`config.mk`:
```
export PLATFORM = sky130hd
export DESIGN_NAME = scrambler_flat
export DESIGN_NICKNAME = d
export VERILOG_FILES = /design/src/rtl/scrambler_if.sv /design/src/rtl/scrambler.sv /design/src/flat_wrapper.sv
export SDC_FILE = /design/constraint.sdc
export NUM_CORES = 1
export LEC_CHECK = 0
export CORE_MARGIN = 3
export CORE_UTILIZATION = 51
export DETAILED_ROUTE_END_ITERATION = 8
export DONT_BUFFER_PORTS = 1
export PLACE_DENSITY = 0.78
export REMOVE_ABC_BUFFERS = 1
export SKIP_LAST_GASP = 1
export SLEW_MARGIN = 20
export SYNTH_ARGS = -nofsm -noshare
export SYNTH_HDL_FRONTEND = slang
export SYNTH_SLANG_ARGS = --single-unit
export TNS_END_PERCENT = 100
```
`constraint.sdc`:
```
create_clock -name i_clk -period 1.27 [get_ports i_clk]
set_input_delay 0.381 -clock i_clk [delete_from_list [all_inputs] [get_ports i_clk]]
set_output_delay 0.381 -clock i_clk [all_outputs]
set_load 0.01 [all_outputs]
```
`src/rtl/scrambler_if.sv`:
```
// scrambler_if: valid/ready word stream into the scrambler and scrambled word stream out of it
interface scrambler_if #(parameter int unsigned WS = 7);
  logic i_valid, o_ready, i_start, o_valid, i_ready, o_start;
  logic [WS-1:0] i_word, o_word;
  modport slave (input i_valid, i_start, i_word, i_ready, output o_ready, o_valid, o_start, o_word);
  modport master (output i_valid, i_start, i_word, i_ready, input o_ready, o_valid, o_start, o_word);
endinterface

```
`src/rtl/scrambler.sv`:
```
// scrambler: multiplicative LFSR scrambler, one registered word per accepted word; SCRAMBLER_SYNC_EN prefixes each frame with SYNC_WORD
module scrambler #(
  parameter int unsigned WS = 7,
  parameter int unsigned LN = 31,
  parameter logic [LN-1:0] TAPS = 31'h0000_2001,
  parameter logic [LN-1:0] INITIAL_FILL = {{(LN-1){1'b0}}, 1'b1},
  parameter logic [WS-1:0] SYNC_WORD = 7'h4E
) (
  input logic i_clk,
  input logic i_reset_n,
  scrambler_if.slave bus
);
  logic slot_free, accept, load_fill, data_start;
  logic o_valid_q, o_valid_d, o_start_q, o_start_d;
  logic [WS-1:0] o_word_q, o_word_d, y_w;
  logic [LN-1:0] sreg_q, sreg_d, s_w;
  assign slot_free = !o_valid_q || bus.i_ready;
  assign accept = bus.i_valid && bus.o_ready;
`ifdef SCRAMBLER_SYNC_EN
  typedef enum logic {S_DATA, S_HDR} state_t;
  state_t state_q, state_d;
  logic hdr_load;
  assign bus.o_ready = slot_free && (state_q == S_HDR || !bus.i_start);
  assign load_fill = state_q == S_HDR;
  assign data_start = 1'b0;
  assign hdr_load = state_q == S_DATA && bus.i_valid && bus.i_start && slot_free;
  // frame state register
  always_ff @(posedge i_clk or negedge i_reset_n)
    if (!i_reset_n) state_q <= S_DATA;
    else state_q <= state_d;
  // a pending start word first emits the header, then is scrambled when accepted
  always_comb state_d = hdr_load ? S_HDR : (state_q == S_HDR && accept) ? S_DATA : state_q;
`else
  logic unused_sync;
  assign unused_sync = ^SYNC_WORD;
  assign bus.o_ready = slot_free;
  assign load_fill = bus.i_start;
  assign data_start = bus.i_start;
`endif
  // scramble one word bit by bit, first bit in time is i_word[0] and lands in y_w[WS-1]
  always_comb begin
    s_w = load_fill ? INITIAL_FILL : sreg_q;
    y_w = '0;
    for (int j = 0; j < WS; j++) begin
      y_w[WS-1-j] = bus.i_word[j] ^ (^({1'b0, s_w[LN-1:1]} & TAPS));
      s_w = {y_w[WS-1-j], s_w[LN-1:1]};
    end
  end
  // output slot: load on accept (or header), drain when downstream takes it, hold while stalled
  always_comb begin
    o_valid_d = accept ? 1'b1 : o_valid_q && !bus.i_ready;
    o_word_d = accept ? y_w : o_word_q;
    o_start_d = accept ? data_start : o_start_q && o_valid_d;
    sreg_d = accept ? s_w : sreg_q;
`ifdef SCRAMBLER_SYNC_EN
    o_valid_d = hdr_load ? 1'b1 : o_valid_d;
    o_word_d = hdr_load ? SYNC_WORD : o_word_d;
    o_start_d = hdr_load ? 1'b1 : o_start_d;
`endif
  end
  // output register and LFSR state
  always_ff @(posedge i_clk or negedge i_reset_n)
    if (!i_reset_n) begin
      o_valid_q <= 1'b0;
      o_start_q <= 1'b0;
      o_word_q <= '0;
      sreg_q <= INITIAL_FILL;
    end else begin
      o_valid_q <= o_valid_d;
      o_start_q <= o_start_d;
      o_word_q <= o_word_d;
      sreg_q <= sreg_d;
    end
  assign bus.o_valid = o_valid_q;
  assign bus.o_start = o_start_q;
  assign bus.o_word = o_word_q;
endmodule

```
`src/flat_wrapper.sv`:
```
// flat-port wrapper written by rule: the top's interface ports become plain ports
module scrambler_flat 
#(
  parameter int unsigned WS = 7,
  parameter int unsigned LN = 31,
  parameter logic [LN-1:0] TAPS = 31'h0000_2001,
  parameter logic [LN-1:0] INITIAL_FILL = {{(LN-1){1'b0}}, 1'b1},
  parameter logic [WS-1:0] SYNC_WORD = 7'h4E
)
  (i_clk, i_reset_n, bus_i_valid, bus_i_start, bus_i_word, bus_i_ready, bus_o_ready, bus_o_valid, bus_o_start, bus_o_word);
  scrambler_if #(.WS(WS)) bus_i ();
  input logic i_clk;
  input logic i_reset_n;
  input wire logic [$bits(bus_i.i_valid)-1:0] bus_i_valid;
  input wire logic [$bits(bus_i.i_start)-1:0] bus_i_start;
  input wire logic [$bits(bus_i.i_word)-1:0] bus_i_word;
  input wire logic [$bits(bus_i.i_ready)-1:0] bus_i_ready;
  output wire logic [$bits(bus_i.o_ready)-1:0] bus_o_ready;
  output wire logic [$bits(bus_i.o_valid)-1:0] bus_o_valid;
  output wire logic [$bits(bus_i.o_start)-1:0] bus_o_start;
  output wire logic [$bits(bus_i.o_word)-1:0] bus_o_word;
  assign bus_i.i_valid = bus_i_valid;
  assign bus_i.i_start = bus_i_start;
  assign bus_i.i_word = bus_i_word;
  assign bus_i.i_ready = bus_i_ready;
  assign bus_o_ready = bus_i.o_ready;
  assign bus_o_valid = bus_i.o_valid;
  assign bus_o_start = bus_i.o_start;
  assign bus_o_word = bus_i.o_word;
  scrambler #(.WS(WS), .LN(LN), .TAPS(TAPS), .INITIAL_FILL(INITIAL_FILL), .SYNC_WORD(SYNC_WORD)) u_core (.i_clk(i_clk), .i_reset_n(i_reset_n), .bus(bus_i));
endmodule
```
Word level (Yosys, flattened, before mapping)
Cells that the tools add are included.
Word-level totals
  register bits after elaboration: 40
  logic and storage cells: 27
Operators by class
  multiplexer cells: 3
  bitwise logic cells: 7
  reduce and logical (&&, ||, !) cells: 13
Operators with widths (count)
  parity 31 bit: 7
  2-to-1 mux 31 bit: 1
  XOR 1 bit: 7
  logical AND 1 bit: 3
  zero test 1 bit: 2
  2-to-1 mux 1 bit: 2
  logical OR 1 bit: 1

Depth between registers and ports, before layout
  depth in word-level cells: 6
  depth in mapped cells: 4
  mapped depth without buffers: 3

Worst setup path after synthesis
No wires, ideal clock.
  path kind: input -> register
  start point: input bus_i_valid
  end point: register u_core.sreg_q[10]
  setup time: 125 ps
  arrival: 1121 ps
  data required time: 1145 ps
  path slack: 24 ps
  stages: 4
  path buffers: 2
  cells stage by stage: buf_4 -> and2_4 -> buf_6 -> mux2_4
Between the ends
  longest elaborated chain between the ends: 1
Ends and longest elaborated chain
  from (decl): line flat_wrapper.sv:14  | input wire logic [$bits(bus_i.i_valid)-1:0] bus_i_valid;
  logical AND 1 bit: line scrambler.sv:18  | assign accept = bus.i_valid && bus.o_ready;
  to (signal assigned): line scrambler.sv:72  | sreg_q <= sreg_d;
  to (decl): line scrambler.sv:16  | logic [LN-1:0] sreg_q, sreg_d, s_w;
No other way between the ends.
A chain may end at the register's enable or synchronous reset.

Final worst setup path
  start point: register u_core.o_valid_q (netlist: u_core.bus.o_valid)
  end point: output bus_o_ready
Between the ends
  longest elaborated chain between the ends: 2
Ends and longest elaborated chain
  from (decl): line scrambler.sv:14  | logic o_valid_q, o_valid_d, o_start_q, o_start_d;
  from (signal assigned): line scrambler.sv:69  | o_valid_q <= o_valid_d;
  zero test 1 bit: line scrambler.sv:17  | assign slot_free = !o_valid_q || bus.i_ready;
  logical OR 1 bit: line scrambler.sv:17
  to (decl): line flat_wrapper.sv:18  | output wire logic [$bits(bus_i.o_ready)-1:0] bus_o_ready;
No other way between the ends.

==> impl_metrics.toml <==
[route]
wl_per_cell_um = 16.9
drtIter0Drc = 56
drc = 0
vias = 1013
drtAntennaViolNets = 0
totalWireLength_um = 3160
dr.pass1.iters = 4
via_per_inst = 5.42

[outcome]
violations = "setup timing"
status = "finished with violations"

[global_routing]
antenna_found_initial = 0
grt.total_usage_pct = 17.2
grt_pass1_vias = 1024
grt_overflow_total = 0
grt_start_max_net_pins = 39
grt_pass1_wl_um = 5150

[power]
ir_worst_vdd_mv = 0.822
p_per_area_mw_per_mm2 = 1310
power_leakage_uw = 0.000836
total_power_uw = 2440

[clock_tree]
clock_latency_ns = 0.34
cts_tree = "yes"
cts_max_path_buffers = 2
cts_buffers = 5
clkTransAtPathRegs_ns = 0.10
numClockSinks = 32
cts_root_buffer = "clkbuf_4"
h-tree-depth = 2

[logic_synthesis]
synth_top_family_by_area = "multiplexers"
netlist_area_mm2 = 0.00167
ys_ff_latch = 32
synthCells = 135
synth_xor_area_share_pct = 3.67
synth_fa_ha_area_share_pct = 0
yosysUniqueCellTypes = 17
yosysWarnings = 0
muxShareOfSynthArea_pct = 20.7
synth.avg_cell_area_um2 = 12.4
synthSimpleGateAreaFrac_pct = 13.3
seq_area_frac_synth_pct = 48.0
synth_compound_area_share_pct = 7.12

[setup_path]
crit_slowest_cell = "dfrtp_1"
ff2ff_path_depth = 4
r2r_start = "u_core.bus.o_valid"
r2r-end = "u_core.sreg_q[17]"
ff2ff_setup_slack_ns = -0.02
cp_max_fo = 6
cpLargestDelayFamily = "flip-flops"
critPathBufInv = 1
path_cells = "nand2b_4 -> buf_8"
start_kind = "flip-flop"
worstPathArrival_ns = 1.00
cp_data_required_time_ns = 0.89
end_kind = "output port"
crit_path_max_incr_delay_ns = 0.42
crit_type = "reg2out"

[min_path]
min_to = "u_core.bus.o_valid"
hold_start = "bus_i_valid"
hp-class = "in2reg"
hold_depth = 1

[floorplan]
die_h_um = 63.2
ios = 22
die_area_mm2 = 0.00399
die_w_um = 63.2
design.core.area_mm2 = 0.00308
initial_core_util_pct = 54.2
rows = 20

[job]
drv_cap = 0

[placed_design]
gp_congestion = 0.709
place_hpwl_um = 1800
port-buffer-count = 0
dpl_cell_area_mm2 = 0.00162

[finish]
multi_input_area_um2 = 764
final_common_cell = "dfrtp_1"
antenna_cells = 0
fin_area_mm2 = 0.00186
drive_gt1_share_pct = 32.9
fillers = 268
final_cell_mix = "dfrtp_1, nor2b_1, mux2_4"
layout-area-overhead-vs-synth_pct = 11.4
fin_nets = 155
regArea_um2 = 801

[timing]
worst_slack_ns = -0.106
fin_crit_sh_pct = 108
fin_crit_ns = 1.38
drv_slew = 0
rsz0062_at_grt = "true"
max_freq_mhz = 727
slew_headroom_pct = 85.3
worstMarginPinSlew_ns = 0.220
setup_violations = 16
finalHoldViolCount = 0
skew_ns = 0.00891
-- registers in the layout, indices dropped and copies added, names as in the netlist --
register and flops:
u_core.bus.o_valid 1, u_core.bus.o_word 6, u_core.sreg_q 24, u_core.bus.o_start 1
-- Yosys cell counts (all sizes together) --
master  count  area [um^2]
inv         1         3.75
a31oi       7         43.8
dfrtp      32          801
o21ai       8         40.0
buf        15          114
xnor2       7         61.3
mux2       23          345
or3         7         43.8
clkbuf      1         3.75
and2        1         8.76
nand3       1         5.00
a21oi       7         35.0
nor2b      23          144
nand2b      2         20.0
-- cells by family (layout without fill, tap and decap cells) --
logic type / after synthesis / in the layout
AOI/OAI and AO/OA: 22 / 22
buffers and inverters: 17 / 23
muxes: 23 / 23
DFF: 32 / 32
and+or+nand+nor: 34 / 36
xor gates and xnor gates: 7 / 7
-- metal layers --
metal  GRT usage (%)  up-vias  wire, um
met1            21.4      500      1400
met2            25.2       35      1420
met4            5.66        0        48
li1                -      471         -
met5               0        -         0
met3            9.98        7       296
-- worst max-delay path by stage --
stage | startpoint | end | slack, ns | cells past startpoint
floorplan | u_core.bus.o_valid | u_core.sreg_q[10] | -0.17 | 3
global placement | bus_i_ready | u_core.sreg_q[23] | -0.14 | 3
detailed placement | bus_i_ready | u_core.sreg_q[15] | -0.17 | 3
CTS | u_core.bus.o_valid | bus_o_ready | -0.10 | 2
global route | u_core.bus.o_valid | bus_o_ready | -0.16 | 2
finish | u_core.bus.o_valid | bus_o_ready | -0.11 | 2
-- metrics by stage --
step	setup TNS, ns	hold slack, ns	utilization [%]	cells	setup WS [ns]
2_1_floorplan	-4.00	0.0854	-	119	-0.174
6_report	-0.319	0.165	60.4	187	-0.106
5_1_grt	-1.21	0.141	60.4	187	-0.160
3_5_place_dp	-3.74	0.0863	52.7	165	-0.169
3_3_place_gp	-3.18	0.0862	52.7	165	-0.141
4_1_cts	-0.702	0.146	58.5	180	-0.105
-- area by class of cell --
type                       instances  area share [%]
tap                               44            2.96
multi-input combinational         88            41.1
clock inverter                     1           0.269
inverter                           1           0.202
sequential                        32            43.1
timing repair buffer              15            10.2
clock buffer                       6            2.22
-- timing repair --
action,4_1_cts,5_1_grt
hold endpoints to repair,32,0
hold buffers,2,0
setup buffers,4,6
endpoints found under the setup margin,28,25
resized for setup,3,2
pin swaps,1,1
gates cloned,2,1
-- power by group --
part	internal [uW]	total [uW]	leakage, uW	switching (uW)
combinational	372	561	0.000402	189
clock	204	544	0.0000281	340
sequential	1180	1340	0.000406	162
total	1750	2440	0.000836	691
No activity file was read; power rests on OpenSTA's default activity.
